### config.mk
export PLATFORM = sky130hd
export DESIGN_NAME = fu_ldst_cb
export DESIGN_NICKNAME = d
export VERILOG_FILES = /design/src/rtl/ldst_pkg.sv /design/src/rtl/ldst_cmp_fifo.sv /design/src/rtl/fu_ldst_cb.sv
export SDC_FILE = /design/constraint.sdc
export NUM_CORES = 1
export LEC_CHECK = 0
export CAP_MARGIN = 5
export CELL_PAD_IN_SITES_DETAIL_PLACEMENT = 0
export CELL_PAD_IN_SITES_GLOBAL_PLACEMENT = 1
export CORE_ASPECT_RATIO = 0.75
export CORE_MARGIN = 1
export CORE_UTILIZATION = 41
export CTS_BUF_LIST = sky130_fd_sc_hd__clkbuf_8 sky130_fd_sc_hd__clkbuf_16
export CTS_CLUSTER_SIZE = 10
export DETAILED_ROUTE_END_ITERATION = 7
export PLACE_DENSITY_LB_ADDON = 0.1
export SLEW_MARGIN = 30
export SYNTH_ARGS = -nofsm -noshare
export SYNTH_HDL_FRONTEND = slang
export SYNTH_SLANG_ARGS = --single-unit
### constraint.sdc
create_clock -name clk -period 5.3 [get_ports clk]
set_clock_uncertainty 0.05 [all_clocks]
set_input_delay 0.795 -clock clk [delete_from_list [all_inputs] [get_ports clk]]
set_output_delay 0.795 -clock clk [all_outputs]
set_load 0.02 [all_outputs]
### src/rtl/ldst_pkg.sv
// ldst_pkg: shared types and helpers for the load/store execute stage.
//   LDST_*_W    : datapath widths used by the completion buffer entry type
//   cb_entry_t  : one completion buffer slot
//   br_squash() : 1 when an op's branch mask depends on the resolved branch
package ldst_pkg;

    localparam int unsigned LDST_DATA_W    = 64;
    localparam int unsigned LDST_PRF_IDX_W = 6;
    localparam int unsigned LDST_ROB_IDX_W = 5;
    localparam int unsigned LDST_BR_MASK_W = 4;

    typedef struct packed {
        logic                      vld;
        logic                      is_st;
        logic [LDST_DATA_W-1:0]    data;
        logic [LDST_PRF_IDX_W-1:0] dest_tag;
        logic [LDST_ROB_IDX_W:0]   rob_idx;
        logic [LDST_BR_MASK_W-1:0] br_mask;
    } cb_entry_t;

    function automatic logic br_squash(input logic [LDST_BR_MASK_W-1:0] mask,
                                       input logic [LDST_BR_MASK_W-1:0] fix);
        return |(mask & fix);
    endfunction

endpackage

### src/rtl/ldst_cmp_fifo.sv
// ldst_cmp_fifo: DEPTH-entry circular completion buffer between the LSQ and the
// CDB/ROB writeback port, with branch-mask squash and resolved-bit clearing.
// Ports:
//   clk, rst                     : clock, synchronous active-high reset
//   br_recovery_i/pred_correct_i : branch resolved mispredicted / correct
//   br_tag_fix_i                 : one-hot resolved branch bit
//   cmp_*_i                      : LSQ completion (enqueue side)
//   cb_full_o, cb_count_o        : occupancy (holes included)
//   wb_rdy_i                     : CDB grant
//   wb_vld_o, ld_done_o, st_done_o, result_o, dest_tag_o, rob_idx_o, br_mask_o
//                                : head entry, all zero when the head is not valid
module ldst_cmp_fifo
    import ldst_pkg::*;
#(
    parameter int unsigned DEPTH = 4
) (
    input  logic                        clk,
    input  logic                        rst,
    input  logic                        br_recovery_i,
    input  logic                        br_pred_correct_i,
    input  logic [LDST_BR_MASK_W-1:0]   br_tag_fix_i,
    input  logic                        cmp_vld_i,
    input  logic                        cmp_is_st_i,
    input  logic [LDST_DATA_W-1:0]      cmp_data_i,
    input  logic [LDST_PRF_IDX_W-1:0]   cmp_dest_tag_i,
    input  logic [LDST_ROB_IDX_W:0]     cmp_rob_idx_i,
    input  logic [LDST_BR_MASK_W-1:0]   cmp_br_mask_i,
    output logic                        cb_full_o,
    output logic [$clog2(DEPTH):0]      cb_count_o,
    input  logic                        wb_rdy_i,
    output logic                        wb_vld_o,
    output logic                        ld_done_o,
    output logic                        st_done_o,
    output logic [LDST_DATA_W-1:0]      result_o,
    output logic [LDST_PRF_IDX_W-1:0]   dest_tag_o,
    output logic [LDST_ROB_IDX_W:0]     rob_idx_o,
    output logic [LDST_BR_MASK_W-1:0]   br_mask_o
);

    localparam int unsigned PTR_W = $clog2(DEPTH);
    localparam int unsigned CNT_W = PTR_W + 1;

    cb_entry_t                 r_mem [DEPTH];
    cb_entry_t                 w_mem_d [DEPTH];
    cb_entry_t                 w_head;
    logic [PTR_W-1:0]          r_head;
    logic [PTR_W-1:0]          r_tail;
    logic [CNT_W-1:0]          r_count;
    logic [CNT_W-1:0]          w_count_d;
    logic                      w_full;
    logic                      w_push;
    logic                      w_pop;
    logic [LDST_BR_MASK_W-1:0] w_clr;

    assign w_head = r_mem[r_head];

    always_comb begin
        w_full = (r_count == CNT_W'(DEPTH));
        // A squashed (invalid) head is a hole: it drains without a CDB grant.
        w_pop  = (r_count != '0) && (!w_head.vld || wb_rdy_i);
        w_push = cmp_vld_i && !w_full
                 && !(br_recovery_i && br_squash(cmp_br_mask_i, br_tag_fix_i));
        w_clr  = br_pred_correct_i ? br_tag_fix_i : '0;

        for (int i = 0; i < DEPTH; i++) begin
            w_mem_d[i] = r_mem[i];
            if (br_recovery_i && br_squash(r_mem[i].br_mask, br_tag_fix_i)) begin
                w_mem_d[i].vld = 1'b0;
            end
            w_mem_d[i].br_mask = r_mem[i].br_mask & ~w_clr;
        end

        if (w_pop) begin
            w_mem_d[r_head].vld = 1'b0;
        end
        // Push never targets the popped slot: head == tail only when empty or full.
        if (w_push) begin
            w_mem_d[r_tail].vld      = 1'b1;
            w_mem_d[r_tail].is_st    = cmp_is_st_i;
            w_mem_d[r_tail].data     = cmp_is_st_i ? '0 : cmp_data_i;
            w_mem_d[r_tail].dest_tag = cmp_dest_tag_i;
            w_mem_d[r_tail].rob_idx  = cmp_rob_idx_i;
            w_mem_d[r_tail].br_mask  = cmp_br_mask_i & ~w_clr;
        end

        w_count_d = r_count + CNT_W'(w_push) - CNT_W'(w_pop);
    end

    always_ff @(posedge clk) begin
        if (rst) begin
            for (int i = 0; i < DEPTH; i++) begin
                r_mem[i] <= '0;
            end
            r_head  <= '0;
            r_tail  <= '0;
            r_count <= '0;
        end else begin
            for (int i = 0; i < DEPTH; i++) begin
                r_mem[i] <= w_mem_d[i];
            end
            if (w_pop) begin
                r_head <= r_head + PTR_W'(1);
            end
            if (w_push) begin
                r_tail <= r_tail + PTR_W'(1);
            end
            r_count <= w_count_d;
        end
    end

    always_comb begin
        cb_full_o  = w_full;
        cb_count_o = r_count;
        wb_vld_o   = w_head.vld;
        ld_done_o  = w_head.vld && !w_head.is_st;
        st_done_o  = w_head.vld && w_head.is_st;
        result_o   = w_head.vld ? w_head.data     : '0;
        dest_tag_o = w_head.vld ? w_head.dest_tag : '0;
        rob_idx_o  = w_head.vld ? w_head.rob_idx  : '0;
        br_mask_o  = w_head.vld ? w_head.br_mask  : '0;
    end

endmodule

### src/rtl/fu_ldst_cb.sv
// fu_ldst_cb: load/store execute stage. Registered AGU toward the LSQ plus a
// completion buffer (ldst_cmp_fifo) toward the CDB/ROB writeback port.
// Build option: define LDST_MISALIGN_CHK_EN to build the registered size-alignment
// check; otherwise agu_misalign_o is tied to 0.
// Ports:
//   clk, rst                         : clock, synchronous active-high reset
//   rob_br_recovery_i/_pred_correct_i, rob_br_tag_fix_i : branch resolution
//   agu_*_i / agu_*_o                : issue in, registered issue to LSQ
//   cmp_*_i, cb_full_o, cb_count_o   : LSQ completion in, buffer occupancy
//   wb_rdy_i, wb_vld_o ... br_mask_o : writeback to CDB/ROB
// Widths are fixed by ldst_pkg; the parameters must match the package values.
module fu_ldst_cb
    import ldst_pkg::*;
#(
    parameter int unsigned DATA_W    = LDST_DATA_W,
    parameter int unsigned PRF_IDX_W = LDST_PRF_IDX_W,
    parameter int unsigned ROB_IDX_W = LDST_ROB_IDX_W,
    parameter int unsigned BR_MASK_W = LDST_BR_MASK_W,
    parameter int unsigned DEPTH     = 4
) (
    input  logic                   clk,
    input  logic                   rst,
    input  logic                   rob_br_recovery_i,
    input  logic                   rob_br_pred_correct_i,
    input  logic [BR_MASK_W-1:0]   rob_br_tag_fix_i,
    input  logic                   agu_vld_i,
    input  logic                   agu_is_st_i,
    input  logic [DATA_W-1:0]      opa_i,
    input  logic [DATA_W-1:0]      opb_i,
    input  logic [31:0]            inst_i,
    input  logic [1:0]             size_i,
    input  logic [BR_MASK_W-1:0]   agu_br_mask_i,
    input  logic                   agu_stall_i,
    output logic                   agu_vld_o,
    output logic                   agu_is_st_o,
    output logic [DATA_W-1:0]      agu_addr_o,
    output logic [DATA_W-1:0]      agu_st_data_o,
    output logic [BR_MASK_W-1:0]   agu_br_mask_o,
    output logic                   agu_misalign_o,
    input  logic                   cmp_vld_i,
    input  logic                   cmp_is_st_i,
    input  logic [DATA_W-1:0]      cmp_data_i,
    input  logic [PRF_IDX_W-1:0]   cmp_dest_tag_i,
    input  logic [ROB_IDX_W:0]     cmp_rob_idx_i,
    input  logic [BR_MASK_W-1:0]   cmp_br_mask_i,
    output logic                   cb_full_o,
    output logic [$clog2(DEPTH):0] cb_count_o,
    input  logic                   wb_rdy_i,
    output logic                   wb_vld_o,
    output logic                   ld_done_o,
    output logic                   st_done_o,
    output logic [DATA_W-1:0]      result_o,
    output logic [PRF_IDX_W-1:0]   dest_tag_o,
    output logic [ROB_IDX_W:0]     rob_idx_o,
    output logic [BR_MASK_W-1:0]   br_mask_o
);

    logic                 r_vld;
    logic                 r_is_st;
    logic [DATA_W-1:0]    r_addr;
    logic [DATA_W-1:0]    r_st_data;
    logic [BR_MASK_W-1:0] r_br_mask;
    logic [DATA_W-1:0]    w_disp;
    logic [DATA_W-1:0]    w_addr;
    logic [BR_MASK_W-1:0] w_clr;
    logic                 w_agu_kill;
    logic                 w_unused_inst;

    assign w_disp        = {{(DATA_W-16){inst_i[15]}}, inst_i[15:0]};
    assign w_addr        = opb_i + w_disp;
    assign w_clr         = rob_br_pred_correct_i ? rob_br_tag_fix_i : '0;
    assign w_agu_kill    = rob_br_recovery_i && br_squash(r_br_mask, rob_br_tag_fix_i);
    assign w_unused_inst = ^inst_i[31:16];

    // Any recovery takes priority over loading, so a newly issued op is never
    // captured during a recovery cycle and needs no squash check of its own.
    always_ff @(posedge clk) begin
        if (rst || w_agu_kill) begin
            r_vld     <= 1'b0;
            r_is_st   <= 1'b0;
            r_addr    <= '0;
            r_st_data <= '0;
            r_br_mask <= '0;
        end else if (rob_br_recovery_i) begin
            r_vld <= r_vld;
        end else if (!agu_stall_i) begin
            r_vld     <= agu_vld_i;
            r_is_st   <= agu_is_st_i;
            r_addr    <= w_addr;
            r_st_data <= opa_i;
            r_br_mask <= agu_br_mask_i & ~w_clr;
        end else begin
            r_br_mask <= r_br_mask & ~w_clr;
        end
    end

    assign agu_vld_o     = r_vld;
    assign agu_is_st_o   = r_is_st;
    assign agu_addr_o    = r_addr;
    assign agu_st_data_o = r_st_data;
    assign agu_br_mask_o = r_br_mask;

`ifdef LDST_MISALIGN_CHK_EN
    logic       r_misalign;
    logic [2:0] w_align_mask;

    always_comb begin
        w_align_mask = 3'b000;
        unique case (size_i)
            2'd0: w_align_mask = 3'b000;
            2'd1: w_align_mask = 3'b001;
            2'd2: w_align_mask = 3'b011;
            2'd3: w_align_mask = 3'b111;
            default: w_align_mask = 3'b000;
        endcase
    end

    always_ff @(posedge clk) begin
        if (rst || w_agu_kill) begin
            r_misalign <= 1'b0;
        end else if (rob_br_recovery_i) begin
            r_misalign <= r_misalign;
        end else if (!agu_stall_i) begin
            r_misalign <= |(w_addr[2:0] & w_align_mask);
        end
    end

    assign agu_misalign_o = r_misalign;
`else
    logic w_unused_size;
    assign w_unused_size  = ^size_i;
    assign agu_misalign_o = 1'b0;
`endif

    ldst_cmp_fifo #(
        .DEPTH (DEPTH)
    ) u_cmp_fifo (
        .clk               (clk),
        .rst               (rst),
        .br_recovery_i     (rob_br_recovery_i),
        .br_pred_correct_i (rob_br_pred_correct_i),
        .br_tag_fix_i      (rob_br_tag_fix_i),
        .cmp_vld_i         (cmp_vld_i),
        .cmp_is_st_i       (cmp_is_st_i),
        .cmp_data_i        (cmp_data_i),
        .cmp_dest_tag_i    (cmp_dest_tag_i),
        .cmp_rob_idx_i     (cmp_rob_idx_i),
        .cmp_br_mask_i     (cmp_br_mask_i),
        .cb_full_o         (cb_full_o),
        .cb_count_o        (cb_count_o),
        .wb_rdy_i          (wb_rdy_i),
        .wb_vld_o          (wb_vld_o),
        .ld_done_o         (ld_done_o),
        .st_done_o         (st_done_o),
        .result_o          (result_o),
        .dest_tag_o        (dest_tag_o),
        .rob_idx_o         (rob_idx_o),
        .br_mask_o         (br_mask_o)
    );

endmodule

==> After elaboration in Yosys (flattened, before gate mapping) <==
Memory sizes are Yosys's and may differ from the RTL's. A register that Yosys moved wholly into a read port is not among the register bits.
Index checks and enable logic that the tools add are counted.
{ "classes": {"add_sub_neg": 5, "order_cmp": 4, "eq_ne": 1, "mux": 43, "bitwise_logic": 22, "n_reduce_logical": 27} }
{ "op_table": {"columns": ["op", "n"], "rows": [
  ["bitwise mux 328 bit", 7],
  ["demux 82 bit (select 2 bit)", 7],
  ["2-to-1 mux 328 bit", 2],
  ["2-to-1 mux 82 bit", 6],
  ["2-to-1 mux 64 bit", 2],
  ["2-to-1 mux 81 bit", 1],
  ["2-to-1 mux 80 bit", 1],
  ["adder 64 bit", 1],
  ["AND 4 bit", 13],
  ["OR reduction 4 bit", 6],
  ["2-to-1 mux 16 bit", 1],
  ["2-to-1 mux 4 bit", 4],
  ["logical AND 1 bit", 13],
  ["2-to-1 mux 6 bit", 2],
  ["2-to-1 mux 10 bit", 1],
  ["2-to-1 mux 1 bit", 7],
  ["greater-or-equal comparator 3 bit, second input constant", 2],
  ["< comparator 3 x 1 -> 1 bit, second input constant", 2],
  ["NOT 2 -> 3 bit", 2],
  ["adder 2 x 1 -> 2 bit, second input constant", 2],
  ["logical NOT 1 bit", 4],
  ["2-to-1 mux 2 bit", 2],
  ["NOT 4 bit", 1],
  ["bitwise OR 1 bit", 4],
  ["other kinds (7)", 9]
]} }
{ "word_totals": {"regBits": 141, "ramBits": 328, "inputBits": 260, "out_inout_bits": 222, "wordCells": 111, "mem_count": 1} }
{ "memory_table": {"columns": ["name", "depth", "width", "rd", "rd_ports_with_merged_regs", "wr", "line_no", "text"], "rows": [
  ["u_cmp_fifo.r_mem", 4, 82, 5, 1, 4, "ldst_cmp_fifo.sv:43", "cb_entry_t r_mem [DEPTH];"]
]} }

==> Depth between registers and ports, before layout <==
Gate-level depths: netlist of the first run.
{ "depth": {"depth_word": 15, "mapped_depth": 13, "ltp_nobuf": 11} }

==> Hierarchy <==
From an unflattened synthesis of the first run, not the netlist that was laid out.
{ "unflattened": {"cells_unflattened": 2585, "hier_area_um2": 24870.1} }
{ "modules_own_cells": {"columns": ["module", "n_inst", "cells_each", "area_each_um2", "seq_area_each_um2"], "rows": [
  ["ldst_cmp_fifo", 1, 1435, 16343.2, 6746.5],
  ["fu_ldst_cb", 1, 1150, 8526.9, 2682.6]
]} }

==> Worst setup path before layout of the first run <==
Ideal clock, no wire load.
{ "synth_path": {"path_type": "input port to flip-flop", "startpoint": "input port opb_i[18]", "endpoint": "register r_addr[62] (netlist: agu_addr_o[62])", "setup_time_ns": 0.087, "arrival_ns": 3.278, "required_time_ns": 5.163, "slack_ns": 1.885, "cell_stages": 11, "path_buffers": 1, "path_cell_list": "ha_1 > buf_4 > nand2_1 > or4_1 > a2111o_1 > o2bb2ai_4 > a21oi_2 > o211a_4 > nor4_1 > nor3_1 > o31ai_1"} }
{ "synth_via": {"elab_chain_len": 1} }
{ "synth_lines": {"columns": ["item", "line_no", "text"], "rows": [
  ["from (decl)", "fu_ldst_cb.sv:29", "input logic [DATA_W-1:0] opb_i,"],
  ["adder 64 bit", "fu_ldst_cb.sv:70", "assign w_addr = opb_i + w_disp;"],
  ["to (signal assigned)", "fu_ldst_cb.sv:89", "r_addr <= w_addr;"],
  ["to (decl)", "fu_ldst_cb.sv:60", "logic [DATA_W-1:0] r_addr;"]
]} }
Every way passes these cells.
A chain may end at the register's enable or synchronous reset.

==> results of run 1 <==
## critical path, cell delays in order (launching register included)
cell             delay, ps
dfxtp_4                360
buf_12                 570
mux2i_1                260
nand2_1                110
o21ai_4                270
buf_4                  590
nor2b_1                110
clkdlybuf4s50_1        640
## through the flow
stage | std cells | setup slack, ps | power [uW] | hold WS (ps)
finish | 3957 | 935.5 | 9725 | 398.3
global route | 3956 | 675.8 | 10160 | 418.4
CTS | 3953 | 810.6 | 9812 | 400.8
detailed placement | 3886 | 1007 | 6474 | 393.3
global placement | 3885 | 1009 | 6438 | 387.6
floorplan | 2896 | 1885 | 5484 | 383.1
## cell usage in the layout, fill, tap and decap left out, drive strengths merged, types with 6 or more instances in the layout
master,n
clkdlybuf4s50,459
or3,7
o211ai,7
nor2,43
nand3b,8
and3,9
a211o,7
nor4,11
xnor2,28
a22o,8
o21a,11
a21o,38
nor3,19
clkbuf,58
o21bai,9
nor2b,152
buf,30
a2111oi,7
nand2,922
xor2,18
ha,73
a211oi,12
nand3,36
nand4,22
a31oi,14
inv,30
dfxtp,471
a21oi,513
nand2b,6
o31ai,7
o21ai,56
mux4,81
## cell families (layout without fill, tap and decap cells)
kind of cell,count (synthesis),after routing,share of synthesized area [%]
multiplexers,85,85,8.074
flip-flops,471,471,40.81
buffers and inverters,245,580,4.283
XOR/XNOR,46,46,1.744
AND/OR/NAND/NOR,1251,1251,23.24
AO/OA/AOI/OAI,722,722,17.71
other,1,5,0.01623
adder cells (fa/ha/maj),75,75,4.126
## synthesized netlist by cell type, drive strengths merged, types with 3 or more instances
master | count | area [sq um]
o41ai | 3 | 33.79
buf | 30 | 172.7
o31ai | 7 | 52.55
nand3 | 36 | 180.2
clkbuf | 189 | 709.4
or4 | 5 | 37.54
a21boi | 3 | 22.52
nand3b | 8 | 60.06
and2 | 5 | 31.28
a21oi | 513 | 2571
a211o | 7 | 62.56
ha | 73 | 913.4
mux4 | 81 | 1824
a22o | 8 | 70.07
nor2b | 152 | 950.9
nor3 | 19 | 95.09
xnor2 | 28 | 245.2
xor2 | 18 | 157.7
inv | 24 | 90.09
nor2 | 43 | 161.4
o2111ai | 4 | 35.03
o211ai | 7 | 52.55
nand4 | 22 | 137.6
a2111oi | 7 | 67.56
nand2b | 6 | 37.54
o21ai | 56 | 280.3
a22oi | 4 | 30.03
o211a | 4 | 47.55
a31oi | 14 | 87.58
o21bai | 9 | 67.56
a21o | 38 | 285.3
and4 | 3 | 26.28
and3 | 9 | 56.30
dfxtp | 471 | 9429
nor4 | 11 | 68.82
nand2 | 922 | 3461
mux2i | 3 | 30.03
or3 | 7 | 43.79
a211oi | 12 | 90.09
o21a | 11 | 82.58
## worst paths after layout
check | startpoint | to | slack, ps | cells past startpoint
worst max-delay path | register | br_mask_o[0] | 940 | 7
worst min-delay path | u_cmp_fifo.r_mem[1][11] | u_cmp_fifo.r_mem[1][11] | 400 | 2
worst max register to register | register | u_cmp_fifo.cb_count_o[2] | 1780 | 12
worst min register to register | u_cmp_fifo.r_mem[1][11] | u_cmp_fifo.r_mem[1][11] | 400 | 2
## power breakdown
group          internal [uW]  total [uW]  leakage (uW)  switching, uW
clock network           1860        3320      0.000748           1460
logic                   1030        2540       0.00567           1500
registers               3710        3870       0.00382            150
## per-layer routing
| metal | share of wire (%) | vias to the layer above |
|---|---|---|
| li1 | - | 10500 |
| met1 | 44 | 10580 |
| met2 | 47 | 662 |
| met3 | 6.8 | 119 |
| met4 | 2.2 | 12 |
| met5 | 0.10 | - |
## registers in the layout, indices dropped and copies added (netlist names), named ones only
name and count:
u_cmp_fifo.r_head 2, agu_br_mask_o 4, u_cmp_fifo.r_mem 328, u_cmp_fifo.cb_count_o 3
agu_is_st_o 1, agu_addr_o 64, agu_vld_o 1, u_cmp_fifo.r_tail 2
agu_st_data_o 64
## layout make-up
| cell class | count | area share (%) |
|---|---|---|
| multi-input cells | 2180 | 43.00 |
| flip-flops and latches | 471 | 31.86 |
| repair buffers | 489 | 16.73 |
| clock inverters | 9 | 0.2788 |
| inverters | 24 | 0.3042 |
| well taps | 722 | 3.050 |
| clock buffers | 58 | 4.748 |
| diodes | 4 | 0.03380 |
==> results by group, run 1 <==
Global route
  – Antenna violations before repair: 10
  – Met2 Resource Use GR: 43.06%
  – First-pass GRT wire length: 121100 um
  – Top Usage Layer GRT: met2
  – Met1 usage: 35.02%
  – Vias in the first global route: 21470
  – Largest net degree at the start of global routing: 125
  – Total track usage: 26.41%
  – GR Util met3: 5.819%
  – Global route overflow: 0

Logic synthesis
  – Async SR Flop Fraction: 0%
  – Top FF cell, synth: dfxtp_1
  – Synthesized area: 0.02311 sq mm
  – Syn Inst Count: 2896
  – EDFF count, synth: 0
  – Mean Syn Cell Area: 7.979 sq um
  – Flops & latches, synth: 471
  – Sequential-to-total area share from yosys stat: 40.81%
  – Netlist cell types: 68
  – Synth warn: 0
  – Syn nets: 3231

Drt
  – Vias per cell: 5.528
  – DRT Pass-1 Iters: 6
  – DR iter-0 viols: 1681
  – DR WL/cell: 19.72 um
  – Vias: 21870
  – Final wirelength: 78030 um
  – Routed Antenna Nets: 0
  – Drt drc: 0

Placed design
  – Dpl cell area: 0.02812 sq mm
  – I/O Buffers: 462
  – Hpwl dp: 50600 um
  – GPL Wtd Cong: 0.9332

Outcome
  – Status: finished clean

Worst hold path
  – Hold WC Path Type: register to register

Power and ir drop
  – Pwr Density: 328.3 mW/mm^2
  – Leakage Power: 0.01023 uW
  – Worst vdd ir: 0.0002984 V

Job
  – MaxCap Viol Count: 0

Setup path
  – Crit start category: register
  – Critical Path AT: 3520 ps
  – CP required: 4450 ps
  – Critical Path End Type: output port
  – Crit-path max FO: 82
  – CP Class: register to output port

STA
  – Pins over their slew limit: 0
  – Final hold viol count: 0
  – Final Setup Violations: 0
  – Worst-Margin Slew: 946.4 ps
  – Final Critical Period: 4365 ps
  – Setup TNS: 0 ps
  – Slew margin rel.: 36.91%
  – Period utilization: 82.35%
  – Max frequency: 229.1 MHz
  – RSZ-0062 raised after global routing: false

Clock tree
  – CTS clk-pin slew, worst paths: 50 ps
  – Post-CTS setup buffers: 0
  – Inserted Clock Buffers: 54
  – Hold-fix buffers, CTS: 0
  – CTS Sinks: 471
  – CTS tree: built
  – Deepest clock path buffer count: 3
  – Worst-Skew Late Latency: 610 ps
  – Post-CTS sizing: 0
  – Root Driver: clkbuf_16
  – # H-tree levels: 2

Final layout
  – Final Net Count: 3555
  – Register area: 0.009437 sq mm
  – Fill cell count: 5147
  – Post-route cell area: 0.02962 sq mm
  – Finished Core Util: 53.76%
  – Share of layout cells above drive strength 1: 6.097%
  – Area Growth Syn to Fin: 28.18%
  – Multi-input combinational cell area: 0.01273 sq mm

Floorplan
  – Die Width: 276.1 um
  – I/O Pins: 482
  – Die Ht: 207.6 um
  – Total core area: 0.05509 sq mm
  – Rows: 74
  – Initial core utilization: 41.94%
  – Die area: 0.05732 sq mm
(Power assumes the default switching activity.)
==> run 2, diff against run 1 <==
--- a/config.mk
+++ b/config.mk
@@ -10,7 +10,7 @@
 export CELL_PAD_IN_SITES_GLOBAL_PLACEMENT = 1
 export CORE_ASPECT_RATIO = 0.75
 export CORE_MARGIN = 1
-export CORE_UTILIZATION = 41
+export CORE_UTILIZATION = 38
 export CTS_BUF_LIST = sky130_fd_sc_hd__clkbuf_8 sky130_fd_sc_hd__clkbuf_16
 export CTS_CLUSTER_SIZE = 10
 export DETAILED_ROUTE_END_ITERATION = 7
==> constraint.sdc (replaced) <==
create_clock -name clk -period 4.5 [get_ports clk]
set_clock_uncertainty 0.05 [all_clocks]
set_input_delay 0.675 -clock clk [delete_from_list [all_inputs] [get_ports clk]]
set_output_delay 0.675 -clock clk [all_outputs]
set_load 0.02 [all_outputs]
==> run 2 against run 1 <==
Compared with the run above:
- flip-flop and latch count stayed put
- core utilization is 3.7 points lower
- largest cell class unchanged
- count of clock-buffer cells in the layout is 3 lower
- cell area is 0.57% higher
==> results by group, run 2 (synthesis results as in run 1) <==
Job
  – MaxCap Viol Count: 0

Setup path
  – Crit start category: register
  – Slowest stage delay, CP: 680 ps
  – CP max-delay cell: clkdlybuf4s50_1
  – CP top delay family: buffers and inverters
  – Critical Path, Cell by Cell: buf_12 -> mux2i_1 -> nand2_1 -> o21ai_4 -> buf_16 -> buf_8 -> nor2b_1 -> clkdlybuf4s50_1
  – RR Endpoint: u_cmp_fifo.cb_count_o[2]
  – Crit path buffers/inverters: 4
  – Critical Path AT: 3250 ps
  – Crit-path max FO: 82
  – CP required: 3770 ps
  – R2R Setup Slk: 920 ps
  – CP Class: register to output port
  – FF-to-FF path depth: 13
  – Critical Path End Type: output port

Clock tree
  – # H-tree levels: 2
  – Root Driver: clkbuf_16
  – Inserted Clock Buffers: 53
  – Hold-fix buffers, CTS: 0
  – Deepest clock path buffer count: 3
  – CTS tree: built
  – Worst-Skew Late Latency: 600 ps
  – Post-CTS sizing: 0
  – Post-CTS setup buffers: 0
  – CTS Sinks: 471
  – CTS clk-pin slew, worst paths: 60 ps

Placed design
  – Hpwl dp: 51750 um
  – Dpl cell area: 0.02836 sq mm
  – GPL Wtd Cong: 0.9073
  – Inst Count DP: 3962
  – I/O Buffers: 462

STA
  – Worst-Margin Slew: 1236 ps
  – Fin Hold WS: 397.8 ps
  – Final Critical Period: 3975 ps
  – Final Setup Violations: 0
  – Setup TNS: 0 ps
  – Pins over their slew limit: 0
  – RSZ-0062 raised after global routing: false
  – Final hold viol count: 0
  – Period utilization: 88.33%
  – Max frequency: 251.6 MHz
  – Slew margin rel.: 17.60%

Drt
  – Drt drc: 0
  – Vias per cell: 5.433
  – DRT Pass-1 Iters: 6
  – Vias: 21900
  – DR iter-0 viols: 1729
  – Final wirelength: 79770 um
  – DR WL/cell: 19.79 um
  – Routed Antenna Nets: 0

Floorplan
  – Die Width: 286.7 um
  – Die Ht: 215.6 um
  – Initial core utilization: 38.81%
  – Rows: 77
  – Total core area: 0.05954 sq mm
  – I/O Pins: 482
  – Die area: 0.06181 sq mm

Worst hold path
  – WHS Endpoint: agu_addr_o[40]
  – Hold Crit Depth: 2
  – Hold WC Path Type: register to register
  – Worst hold start: agu_addr_o[40]

Power and ir drop
  – Worst vdd ir: 0.0003134 V
  – Pwr Density: 384.8 mW/mm^2
  – Leakage Power: 0.01028 uW

Final layout
  – Share of layout cells above drive strength 1: 6.150%
  – Most flops, register: u_cmp_fifo.r_mem
  – Fill cell count: 5720
  – Area Growth Syn to Fin: 28.91%
  – Multi-input combinational cell area: 0.01273 sq mm
  – Max reg flops: 328
  – Commonest cells after routing, fill and taps aside: nand2_1 (918), a21oi_1 (511), dfxtp_1 (469)
  – Post-route cell area: 0.02979 sq mm
  – Final Net Count: 3562
  – Fin cells: 4031
  – Register area: 0.009437 sq mm
  – Commonest non-fill, non-tap cell in the layout: nand2_1

Global route
  – Largest net degree at the start of global routing: 208
  – Antenna violations before repair: 8
  – Vias in the first global route: 21700
  – First-pass GRT wire length: 123600 um
  – Global route overflow: 0
  – Total track usage: 25.25%

Outcome
  – Status: finished clean
run 2: cell count changes in the layout (fill, tap and decap cells not counted), sizes merged:
cell and delta:
buf +8, clkinv -2, diode +1, clkbuf -3, inv +2
run 2: where the power goes:
group | internal, uW | leakage, uW | switching (uW)
Clock | 2120 | 0.000722 | 1690
Combinational | 1300 | 0.00574 | 1810
Sequential | 4370 | 0.00382 | 171
run 2: area by class of cell:
class,count,share of cell area [%]
Inverter,24,0.3024
Timing Repair Buffer,497,17.16
Antenna cell,5,0.04201
Tap cell,790,3.318
Clock inverter,9,0.1554
Sequential cell,471,31.68
Multi-Input combinational cell,2180,42.75
Clock buffer,55,4.583
run 2: per-layer routing:
| layer | global-route usage, % | share of wire [%] | vias to the layer above |
|---|---|---|---|
| met4 | 7.323 | 2.3 | 6 |
| met2 | 40.71 | 46 | 609 |
| li1 | - | - | 10540 |
| met5 | 0 | 0.048 | - |
| met3 | 4.397 | 5.9 | 112 |
| met1 | 34.49 | 45 | 10640 |
run 2: worst max-delay path by stage:
stage               slack [ps]        endpoint  cells after the start
floorplan                 1210  agu_addr_o[62]                     11
global placement           420  agu_addr_o[62]                     11
detailed placement         340  agu_addr_o[62]                     11
CTS                        450   dest_tag_o[5]                      8
global route               290   dest_tag_o[5]                      8
finish                     530   dest_tag_o[5]                      8
run 2: through the flow:
step / total power, uW / setup WS [ps] / utilization, %
after CTS: 11600 / 451.9 / 50.01
final: 11460 / 525.2 / 50.03
after global placement: 7685 / 415.3 / 47.56
after floorplan: 6458 / 1205 / -
after detailed placement: 7753 / 339.6 / 47.64
after global routing: 12020 / 291.6 / 50.02
run 2: worst min-delay path: stages (launching register included):
cell and delay (ps):
dfxtp_1 300, nand2_1 50, a21oi_1 50
==> run 3, diff against run 2 <==
--- a/config.mk
+++ b/config.mk
@@ -5,15 +5,17 @@
 export SDC_FILE = /design/constraint.sdc
 export NUM_CORES = 1
 export LEC_CHECK = 0
+export ABC_AREA = 1
 export CAP_MARGIN = 5
 export CELL_PAD_IN_SITES_DETAIL_PLACEMENT = 0
 export CELL_PAD_IN_SITES_GLOBAL_PLACEMENT = 1
 export CORE_ASPECT_RATIO = 0.75
 export CORE_MARGIN = 1
-export CORE_UTILIZATION = 38
+export CORE_UTILIZATION = 37
 export CTS_BUF_LIST = sky130_fd_sc_hd__clkbuf_8 sky130_fd_sc_hd__clkbuf_16
 export CTS_CLUSTER_SIZE = 10
 export DETAILED_ROUTE_END_ITERATION = 7
+export HOLD_SLACK_MARGIN = 0.02
 export PLACE_DENSITY_LB_ADDON = 0.1
 export SLEW_MARGIN = 30
 export SYNTH_ARGS = -nofsm -noshare
==> run 3 against run 2 <==
Compared with the run above:
- synthesized cell count is 47% higher
- critical path depth rose by 1
- via count increased by 22%
- combinational power up 61%
- power up 19%
- routed wire length rose by 17%
- global-route usage fell by 0.25 points
- register-to-register slack improved by 610 ps
- largest power group is now combinational logic
- sequential share of layout area decreased by 3.2 points
==> results by group, run 3 <==
Outcome
  – Status: finished clean

STA
  – Slew margin rel.: 20.61%
  – Fin Hold WS: 402.1 ps
  – Final hold viol count: 0
  – Worst-Margin Slew: 1191 ps
  – Max frequency: 247.3 MHz
  – Setup ws final: 456.0 ps
  – Pins over their slew limit: 0
  – RSZ-0062 raised after global routing: false
  – Final Critical Period: 4044 ps
  – Setup TNS: 0 ps
  – Period utilization: 89.87%
  – Final Setup Violations: 0

Logic synthesis
  – Synthesized area: 0.02654 sq mm
  – Netlist cell types: 41
  – Synth top area share: 35.52%
  – Mean Syn Cell Area: 6.253 sq um
  – Flops & latches, synth: 471
  – Synth top cells by count: nand2_1 (1079), inv_1 (695), a21oi_1 (583), dfxtp_1 (471), o21ai_0 (348)
  – Syn Inst Count: 4245
  – EDFF count, synth: 0
  – Top FF cell, synth: dfxtp_1
  – Synth warn: 0
  – Area contributors post-synth: dfxtp_1 (36%), nand2_1 (15%), a21oi_1 (11%), inv_1 (9.8%), o21ai_0 (6.6%)
  – Synth area leader: dfxtp_1
  – Sequential-to-total area share from yosys stat: 35.52%
  – Async SR Flop Fraction: 0%
  – Most numerous cell in the Yosys netlist: nand2_1
  – Syn nets: 4580

Setup path
  – Crit-path max FO: 42
  – Most used cell along the critical path: nand2_1
  – Slowest stage delay, CP: 640 ps
  – Crit start category: register
  – Critical Path, Cell by Cell: inv_4 -> nand2_1 -> nand3_1 -> nand2_1 -> inv_2 -> buf_4 -> nand2_1 -> inv_1 -> clkdlybuf4s50_1
  – RR Endpoint: u_cmp_fifo.cb_count_o[2]
  – CP max-delay cell: clkdlybuf4s50_1
  – Critical Path End Type: output port
  – Critical Path AT: 3320 ps
  – R2R Setup Slk: 1530 ps
  – CP required: 3770 ps
  – Stages on worst setup path: 9
  – Crit path buffers/inverters: 5
  – FF-to-FF path depth: 13
  – CP Class: register to output port
  – CP top delay family: buffers and inverters
  – CP Capture Point: result_o[5]

Drt
  – DRT Pass-1 Iters: 6
  – Routed Antenna Nets: 0
  – Vias per cell: 4.826
  – Drt drc: 0
  – Vias: 26690
  – DR iter-0 viols: 1822
  – Final wirelength: 93480 um
  – DR WL/cell: 16.91 um

Clock tree
  – Deepest clock path buffer count: 3
  – CTS clk-pin slew, worst paths: 60 ps
  – # H-tree levels: 2
  – Post-CTS sizing: 0
  – CTS Sinks: 471
  – Post-CTS setup buffers: 0
  – Hold-fix buffers, CTS: 0
  – CTS tree: built
  – Worst-Skew Late Latency: 620 ps
  – Inserted Clock Buffers: 54
  – Root Driver: clkbuf_16

Global route
  – Largest net degree at the start of global routing: 190
  – First-pass GRT wire length: 143500 um
  – Vias in the first global route: 24320
  – Global route overflow: 0
  – Antenna violations before repair: 8
  – Total track usage: 25.00%

Placed design
  – Hpwl dp: 62760 um
  – I/O Buffers: 462
  – Dpl cell area: 0.03161 sq mm
  – Post-place setup slack: 942.7 ps
  – GPL Wtd Cong: 0.9789

Floorplan
  – Die area: 0.07283 sq mm
  – I/O Pins: 482
  – Die Ht: 234.0 um
  – Total core area: 0.07052 sq mm
  – Initial core utilization: 37.64%
  – Rows: 84
  – Die Width: 311.3 um

Power and ir drop
  – Pwr Density: 411.7 mW/mm^2
  – Worst vdd ir: 0.0004437 V
  – Leakage Power: 0.01522 uW

Final layout
  – Area Growth Syn to Fin: 24.79%
  – Commonest cells after routing, fill and taps aside: nand2_1 (1078), inv_1 (705), a21oi_1 (583)
  – Finished Core Util: 46.97%
  – Share of layout cells above drive strength 1: 4.148%
  – Post-route cell area: 0.03313 sq mm
  – Max reg flops: 328
  – Commonest non-fill, non-tap cell in the layout: nand2_1
  – Most flops, register: u_cmp_fifo.r_mem
  – Final Net Count: 4900

Worst hold path
  – Hold WC Path Type: register to register

Job
  – MaxCap Viol Count: 0
[run 3: cell types whose count changed in the layout (fill, tap and decap cells not counted), moves of 72 or more]
cell     change
a21oi_1     +72
inv_1      +673
mux4_2      -81
nand2_1    +160
nand3_1    +171
nor2_1     +301
nor2b_1    -152
o21ai_0    +294
[run 3: cell type report]
class	count	area, sq um
diodes	3	7.507
clock buffers	56	1390
clock inverters	15	113.9
fillers	7597	37400
inverters	720	2715
multi-input cells	2821	13290
flip-flops and latches	471	9437
well taps	946	1184
repair buffers	497	4991
[run 3: worst reg2reg max path, delay by kind of cell (launching register included)]
family,cells,cell delay (ps)
fa+ha+maj,3,860
simple gates,7,1090
flops,1,420
buf+inv,3,470
[run 3: how the worst min path moves through the flow]
stage	start	to	slack, ps	cells after the start
2_1_floorplan	u_cmp_fifo.r_mem[1][70]	u_cmp_fifo.r_mem[1][70]	380	2
3_3_place_gp	u_cmp_fifo.r_mem[2][37]	u_cmp_fifo.r_mem[2][37]	390	2
3_5_place_dp	u_cmp_fifo.r_mem[2][19]	u_cmp_fifo.r_mem[2][19]	390	2
4_1_cts	u_cmp_fifo.r_mem[2][19]	u_cmp_fifo.r_mem[2][19]	400	2
5_1_grt	u_cmp_fifo.r_mem[2][21]	u_cmp_fifo.r_mem[2][21]	420	2
6_report	u_cmp_fifo.r_mem[2][75]	u_cmp_fifo.r_mem[2][75]	400	2
[run 3: cell families after synthesis]
kind of cell               count (synthesis)  share of synthesized area [%]
DFF                                      471                          35.52
xor gates and xnor gates                  30                         0.9899
and+or+nand+nor                         1722                          26.42
adders and majority gates                 75                          3.592
AOI/OAI and AO/OA                        993                          18.93
buffers and inverters                    953                          14.53
other                                      1                        0.01413
[run 3: per-stage QoR]
step | instances | total power (uW)
floorplan | 4245 | 7843
global placement | 5455 | 9768
detailed placement | 5455 | 9773
CTS | 5526 | 13800
global route | 5527 | 14550
finish | 5529 | 13640
[run 3: metal layers]
metal | GRT usage, % | part of all wire (%) | wire length [um]
met2 | 39.21 | 43 | 40110
met1 | 35.08 | 48 | 45320
met5 | 0 | 0.087 | 81
met3 | 5.262 | 6.7 | 6298
met4 | 5.496 | 1.8 | 1664
[run 3: report_power, final]
group	total (uW)	leakage, uW	internal (uW)	switching, uW
Sequential	4660	0.00383	4470	188
Clock	3960	0.000770	2180	1780
Combinational	5020	0.0106	1730	3290
